$ cat src/rtl/victim_cache_assoc.sv
// Fully associative victim cache between L1 and L2 with true-LRU replacement,
// dirty write-back on eviction, and saturating hit/miss statistics.
module victim_cache_assoc #(
  parameter int ENTRIES  = 4,
  parameter int TAG_W    = 12,
  parameter int OFFSET_W = 4,
  parameter int LINE_W   = 128
) (
  input  logic                clk,
  input  logic                rst_n,
  input  logic                l1_read,
  input  logic [TAG_W-1:0]    req_tag,
  input  logic                l1_write,
  input  logic [TAG_W-1:0]    l1_tag,
  input  logic [LINE_W-1:0]   l1_wdata,
  input  logic                dirty_in,
  output logic [LINE_W-1:0]   l1_rdata,
  output logic                l1_dirty,
  output logic                mem_resp,
  input  logic [LINE_W-1:0]   l2_rdata,
  input  logic                l2_mem_resp,
  output logic [15:0]         l2_address,
  output logic [LINE_W-1:0]   l2_wdata,
  output logic                l2_read,
  output logic                l2_write,
  output logic [15:0]         hit_count,
  output logic [15:0]         miss_count
);

  localparam int AW = $clog2(ENTRIES);
  localparam logic [AW-1:0] LRU_AGE  = AW'(ENTRIES - 1);
  // An entry being installed from the invalid pool ranks older than every valid entry.
  localparam logic [AW:0]   FREE_AGE = (AW + 1)'(ENTRIES);

  typedef enum logic [1:0] {IDLE, RESP, L2_RD, WB} state_t;

  state_t              state;
  logic [ENTRIES-1:0]  valid;
  logic [ENTRIES-1:0]  dirty;
  logic [AW-1:0]       age   [ENTRIES];
  logic [TAG_W-1:0]    tags  [ENTRIES];
  logic [LINE_W-1:0]   lines [ENTRIES];
  logic [AW-1:0]       victim;

  logic          rd_hit, wr_hit, free;
  logic [AW-1:0] rd_idx, wr_idx, free_idx, lru_idx;
  logic          ins_en, ins_merge;
  logic [AW-1:0] ins_idx;
  logic [AW:0]   ins_old;

  // NOTE: every always_comb output gets a default first, otherwise a path that
  // skips an assignment infers a latch.
  always_comb begin
    rd_hit   = 1'b0;
    rd_idx   = '0;
    wr_hit   = 1'b0;
    wr_idx   = '0;
    free     = 1'b0;
    free_idx = '0;
    lru_idx  = '0;
    // Descending scan so the lowest-index invalid entry is the one kept.
    for (int i = ENTRIES - 1; i >= 0; i--) begin
      if (!valid[i]) begin
        free     = 1'b1;
        free_idx = AW'(i);
      end
      if (valid[i] && tags[i] == req_tag) begin
        rd_hit = 1'b1;
        rd_idx = AW'(i);
      end
      if (valid[i] && tags[i] == l1_tag) begin
        wr_hit = 1'b1;
        wr_idx = AW'(i);
      end
      if (valid[i] && age[i] == LRU_AGE) lru_idx = AW'(i);
    end
  end

  always_comb begin
    ins_en    = 1'b0;
    ins_merge = 1'b0;
    ins_idx   = lru_idx;
    if (state == IDLE && l1_write) begin
      if (wr_hit) begin
        ins_en    = 1'b1;
        ins_merge = 1'b1;
        ins_idx   = wr_idx;
      end else if (free) begin
        ins_en  = 1'b1;
        ins_idx = free_idx;
      end else if (!dirty[lru_idx]) begin
        ins_en = 1'b1;
      end
    end else if (state == WB && l2_mem_resp) begin
      ins_en  = 1'b1;
      ins_idx = victim;
    end
    ins_old = valid[ins_idx] ? {1'b0, age[ins_idx]} : FREE_AGE;
  end

  // NOTE: the tag/data arrays carry no reset; the valid bits alone decide
  // whether their contents mean anything.
  always_ff @(posedge clk) begin
    if (ins_en) begin
      tags[ins_idx]  <= l1_tag;
      lines[ins_idx] <= l1_wdata;
    end
  end

  always_ff @(posedge clk or negedge rst_n) begin
    if (!rst_n) begin
      state      <= IDLE;
      valid      <= '0;
      dirty      <= '0;
      for (int i = 0; i < ENTRIES; i++) age[i] <= '0;
      victim     <= '0;
      mem_resp   <= 1'b0;
      l2_read    <= 1'b0;
      l2_write   <= 1'b0;
      l2_address <= '0;
      l2_wdata   <= '0;
      l1_rdata   <= '0;
      l1_dirty   <= 1'b0;
      hit_count  <= '0;
      miss_count <= '0;
    end else begin
      if (ins_en) begin
        for (int i = 0; i < ENTRIES; i++) begin
          if (AW'(i) == ins_idx) age[i] <= '0;
          else if (valid[i] && {1'b0, age[i]} < ins_old) age[i] <= age[i] + 1'b1;
        end
        valid[ins_idx] <= 1'b1;
        dirty[ins_idx] <= dirty_in | (ins_merge & dirty[ins_idx]);
      end

      case (state)
        IDLE: begin
          if (l1_write) begin
            if (ins_en) begin
              mem_resp <= 1'b1;
              state    <= RESP;
            end else begin
              victim     <= lru_idx;
              l2_address <= {tags[lru_idx], {OFFSET_W{1'b0}}};
              l2_wdata   <= lines[lru_idx];
              l2_write   <= 1'b1;
              state      <= WB;
            end
          end else if (l1_read) begin
            if (rd_hit) begin
              l1_rdata       <= lines[rd_idx];
              l1_dirty       <= dirty[rd_idx];
              valid[rd_idx]  <= 1'b0;
              for (int i = 0; i < ENTRIES; i++)
                if (valid[i] && age[i] > age[rd_idx]) age[i] <= age[i] - 1'b1;
              if (hit_count != 16'hFFFF) hit_count <= hit_count + 16'd1;
              mem_resp <= 1'b1;
              state    <= RESP;
            end else begin
              l2_address <= {req_tag, {OFFSET_W{1'b0}}};
              l2_read    <= 1'b1;
              if (miss_count != 16'hFFFF) miss_count <= miss_count + 16'd1;
              state      <= L2_RD;
            end
          end
        end
        L2_RD: begin
          if (l2_mem_resp) begin
            l2_read  <= 1'b0;
            l1_rdata <= l2_rdata;
            l1_dirty <= 1'b0;
            mem_resp <= 1'b1;
            state    <= RESP;
          end
        end
        WB: begin
          if (l2_mem_resp) begin
            l2_write <= 1'b0;
            mem_resp <= 1'b1;
            state    <= RESP;
          end
        end
        RESP: begin
          mem_resp <= 1'b0;
          state    <= IDLE;
        end
        default: state <= IDLE;
      endcase
    end
  end

endmodule

$ cat config.mk
export PLATFORM = sky130hd
export DESIGN_NAME = victim_cache_assoc
export DESIGN_NICKNAME = d
export VERILOG_FILES = /design/src/rtl/victim_cache_assoc.sv
export SDC_FILE = /design/constraint.sdc
export NUM_CORES = 2
export LEC_CHECK = 0
export BUFFER_PORTS_ARGS = -buffer_cell sky130_fd_sc_hd__buf_2
export CAP_MARGIN = 20
export CORE_MARGIN = 1
export CORE_UTILIZATION = 49
export CTS_BUF_LIST = sky130_fd_sc_hd__clkbuf_4 sky130_fd_sc_hd__clkbuf_8
export DETAILED_ROUTE_END_ITERATION = 8
export GPL_TIMING_DRIVEN = 0
export MAX_ROUTING_LAYER = met4
export PLACE_DENSITY = 0.67
export SYNTH_ARGS = -nofsm -noshare
export SYNTH_HDL_FRONTEND = slang
export SYNTH_SLANG_ARGS = --single-unit
$ cat constraint.sdc
create_clock -name clk -period 25.5 [get_ports clk]
set_input_delay 7.65 -clock clk [delete_from_list [all_inputs] [get_ports clk]]
set_output_delay 7.65 -clock clk [all_outputs]
set_load 0.01 [all_outputs]
==> out/metrics.yaml <==
sta:
  tns_ns: 0
  finalWorstSetupSlack_ns: 13.15
  whs_ns: 0.474
  maxSlewViolCount: 0
  maxSlewHeadroom: 0.276
  fin_crit_sh: 0.484
  finalSetupViolations: 0
  fmax_mhz: 81.0
  finalHoldViolCount: 0
  fin_crit_ns: 12.35
  finClkSkew_ns: 0.0492
  worst-slew-pin-transition_ns: 1.09
  grt_setup_unrepaired: "false"
floorplan:
  die-area_mm2: 0.0806
  die_w_um: 284
  coreArea_mm2: 0.0789
  die_h_um: 284
  ios: 594
  num_rows: 103
  start_util: 0.494
clock_network:
  clk_latency_ns: 0.82
  clockBufferDepth: 3
  ctsHoldBuffers: 0
  cts_root_buf: "clkbuf_8"
  cts_setup_buffers: 0
  clkSinkCount: 884
  cts.repair.resized: 0
  cts_tree: "yes"
  cts_made_buffers: 147
  h-tree-depth: 4
  clkTransAtPathRegs_ns: 0.06
route:
  wirelength_um: 135000
  vias: 31943
  initialDrtViolationCount: 3495
  vias_per_cell: 5.79
  drtAntennaViolNets: 0
  drc_errors: 0
  firstDrtPassIters: 6
  wl_per_cell_um: 24.5
power:
  power.leakage_nw: 19.7
  ir_drop_mv: 0.0729
  power_density_mw_per_mm2: 143
worst_setup_path:
  crit_arrival_ns: 13.05
  crit_fanout: 10
  cp_data_required_time_ns: 26.20
  crit_path_start_kind: "input pin"
  end_kind: "flip-flop"
  crit_type: "in -> reg"
layout:
  nNetsFinal: 4597
  multi_input_area_mm2: 0.0129
  area_delta_synth_final_pct: 21.2
  layout_common_cells: "nand2_1, buf_2, edfxtp_1"
  fillers: 6720
  postLayoutCellArea_mm2: 0.0472
  final-seq-area_mm2: 0.0249
  final_common_cell: "nand2_1"
  instances_no_fill: 5516
  layout-drive-gt1-share: 0.210
job:
  timing.max_cap.violations: 0
global_route:
  grt_max_degree: 96
  grt_pass1_wl_um: 198000
  grt_overflow: 0
  grt_pass1_vias: 30932
  grtUsageTotal: 0.342
  antenna_found_initial: 51
worst_hold_path:
  hold_class: "reg -> reg"
synthesis:
  synth_top_area_cell: "edfxtp_1"
  synth_area_per_cell_um2: 11.0
  synth.cell_area_mm2: 0.0389
  synth_top_area_frac: 0.432
  ys_types: 70
  synth_area_leaders: "edfxtp_1, dfrtp_1, nand2_1"
  ys_seq_area_frac: 0.640
  async_reset_ff_frac: 0.367
  synthCells: 3527
  ys_ff_latch: 884
  synth_warnings: 0
  synth-edff-count: 560
  synth-main-ff-cell: "edfxtp_1"
placed_design:
  dpl_cell_area_mm2: 0.0439
  dp_hpwl_um: 95500
  dpl_worst_slack_ns: 12.46
  routabilityCongestion: 0.939
  port_buffers: 577
  dp_cells: 5193
outcome:
  status: "complete, no violations"
-- flip-flops by register name, indices dropped and copies added, names as in the netlist --
signal,cells
hit_count,16
dirty,4
state,2
l2_write,1
l1_dirty,1
l2_wdata,128
victim,2
l2_address,12
lines,512
l1_rdata,128
valid,4
tags,48
age,8
l2_read,1
miss_count,16
mem_resp,1
-- per-layer routing --
metal | GRT usage | vias to the layer above | routed length (um)
li1 | - | 14432 | -
met1 | 0.438 | 15625 | 53500
met2 | 0.510 | 1619 | 63300
met3 | 0.0842 | 267 | 12700
met4 | 0.162 | 0 | 5600
met5 | - | - | 0
-- power breakdown --
| group | leakage, nW | switching, mW | total [mW] | internal (mW) |
|---|---|---|---|---|
| combinational | 8.88 | 2.12 | 3.14 | 1.02 |
| clock | 1.66 | 0.598 | 1.33 | 0.736 |
| sequential | 9.17 | 0.241 | 2.27 | 2.03 |
| total | 19.7 | 2.96 | 6.74 | 3.78 |
-- critical path: stages --
cell and delay (ns):
clkbuf_1 0.33, xnor2_1 0.20, nand4_1 0.15, nor4_2 0.54
inv_1 0.12, nor2_1 0.65, clkbuf_1 0.86, clkbuf_1 0.55
inv_1 0.17, o2111ai_1 0.45, ha_1 0.33, nor2b_1 0.13
o2111ai_1 0.50, and2_1 0.24, a21oi_1 0.07, o211ai_1 0.09
-- worst paths after layout --
kind | startpoint | to | slack, ns | cells past startpoint
worst max-delay path | req_tag[11] | age[4]$_DFF_PN0_ | 13.15 | 16
worst min-delay path | l2_wdata[71]$_DFFE_PN0P_ | l2_wdata[71]$_DFFE_PN0P_ | 0.47 | 2
worst max register to register | tags[1][9]$_DFFE_PP_ | age[4]$_DFF_PN0_ | 19.80 | 15
worst min register to register | l2_wdata[71]$_DFFE_PN0P_ | l2_wdata[71]$_DFFE_PN0P_ | 0.47 | 2
max in group asynchronous | rst_n | l2_wdata[70]$_DFFE_PN0P_ | 16.90 | 4
min in group asynchronous | rst_n | l2_wdata[13]$_DFFE_PN0P_ | 6.80 | 1
-- synth_stat cells (12+ instances only) --
| cell | n |
|---|---|
| nand4_1 | 27 |
| clkbuf_1 | 231 |
| nand2_1 | 1011 |
| nor2b_1 | 19 |
| xor2_1 | 30 |
| inv_1 | 18 |
| dfrtp_1 | 324 |
| edfxtp_1 | 560 |
| a21oi_1 | 14 |
| a31oi_1 | 13 |
| o21ai_1 | 205 |
| o21ai_0 | 204 |
| nand3_1 | 310 |
| nor2_1 | 39 |
| buf_2 | 12 |
| a221o_1 | 256 |
| xnor2_1 | 94 |
| ha_1 | 18 |
-- cell families after synthesis --
kind of cell | synth area share
simple gates | 0.159
other cells | 0.0000963
buf+inv | 0.0302
mux | 0.00472
fa+ha+maj | 0.00578
xor+xnor | 0.0279
flops | 0.640
compound gates | 0.133
-- stage by stage --
| stage | power, mW | util |
|---|---|---|
| 6_report | 6.74 | 0.598 |
| 5_1_grt | 7.12 | 0.598 |
| 4_1_cts | 6.70 | 0.597 |
| 3_5_place_dp | 5.37 | 0.557 |
| 3_3_place_gp | 5.36 | 0.547 |
| 2_1_floorplan | 4.12 | - |
-- cell type report --
cell class              count  share of cell area
multi-input cells        2361               0.273
clock inverters            54              0.0109
plain buffers             267              0.0235
diodes                     50             0.00265
clock buffers             218              0.0559
flip-flops and latches    884               0.528
well taps                1050              0.0278
inverters                  18             0.00143
repair buffers            614              0.0766
Note: power is estimated with default switching activity, not from simulation.
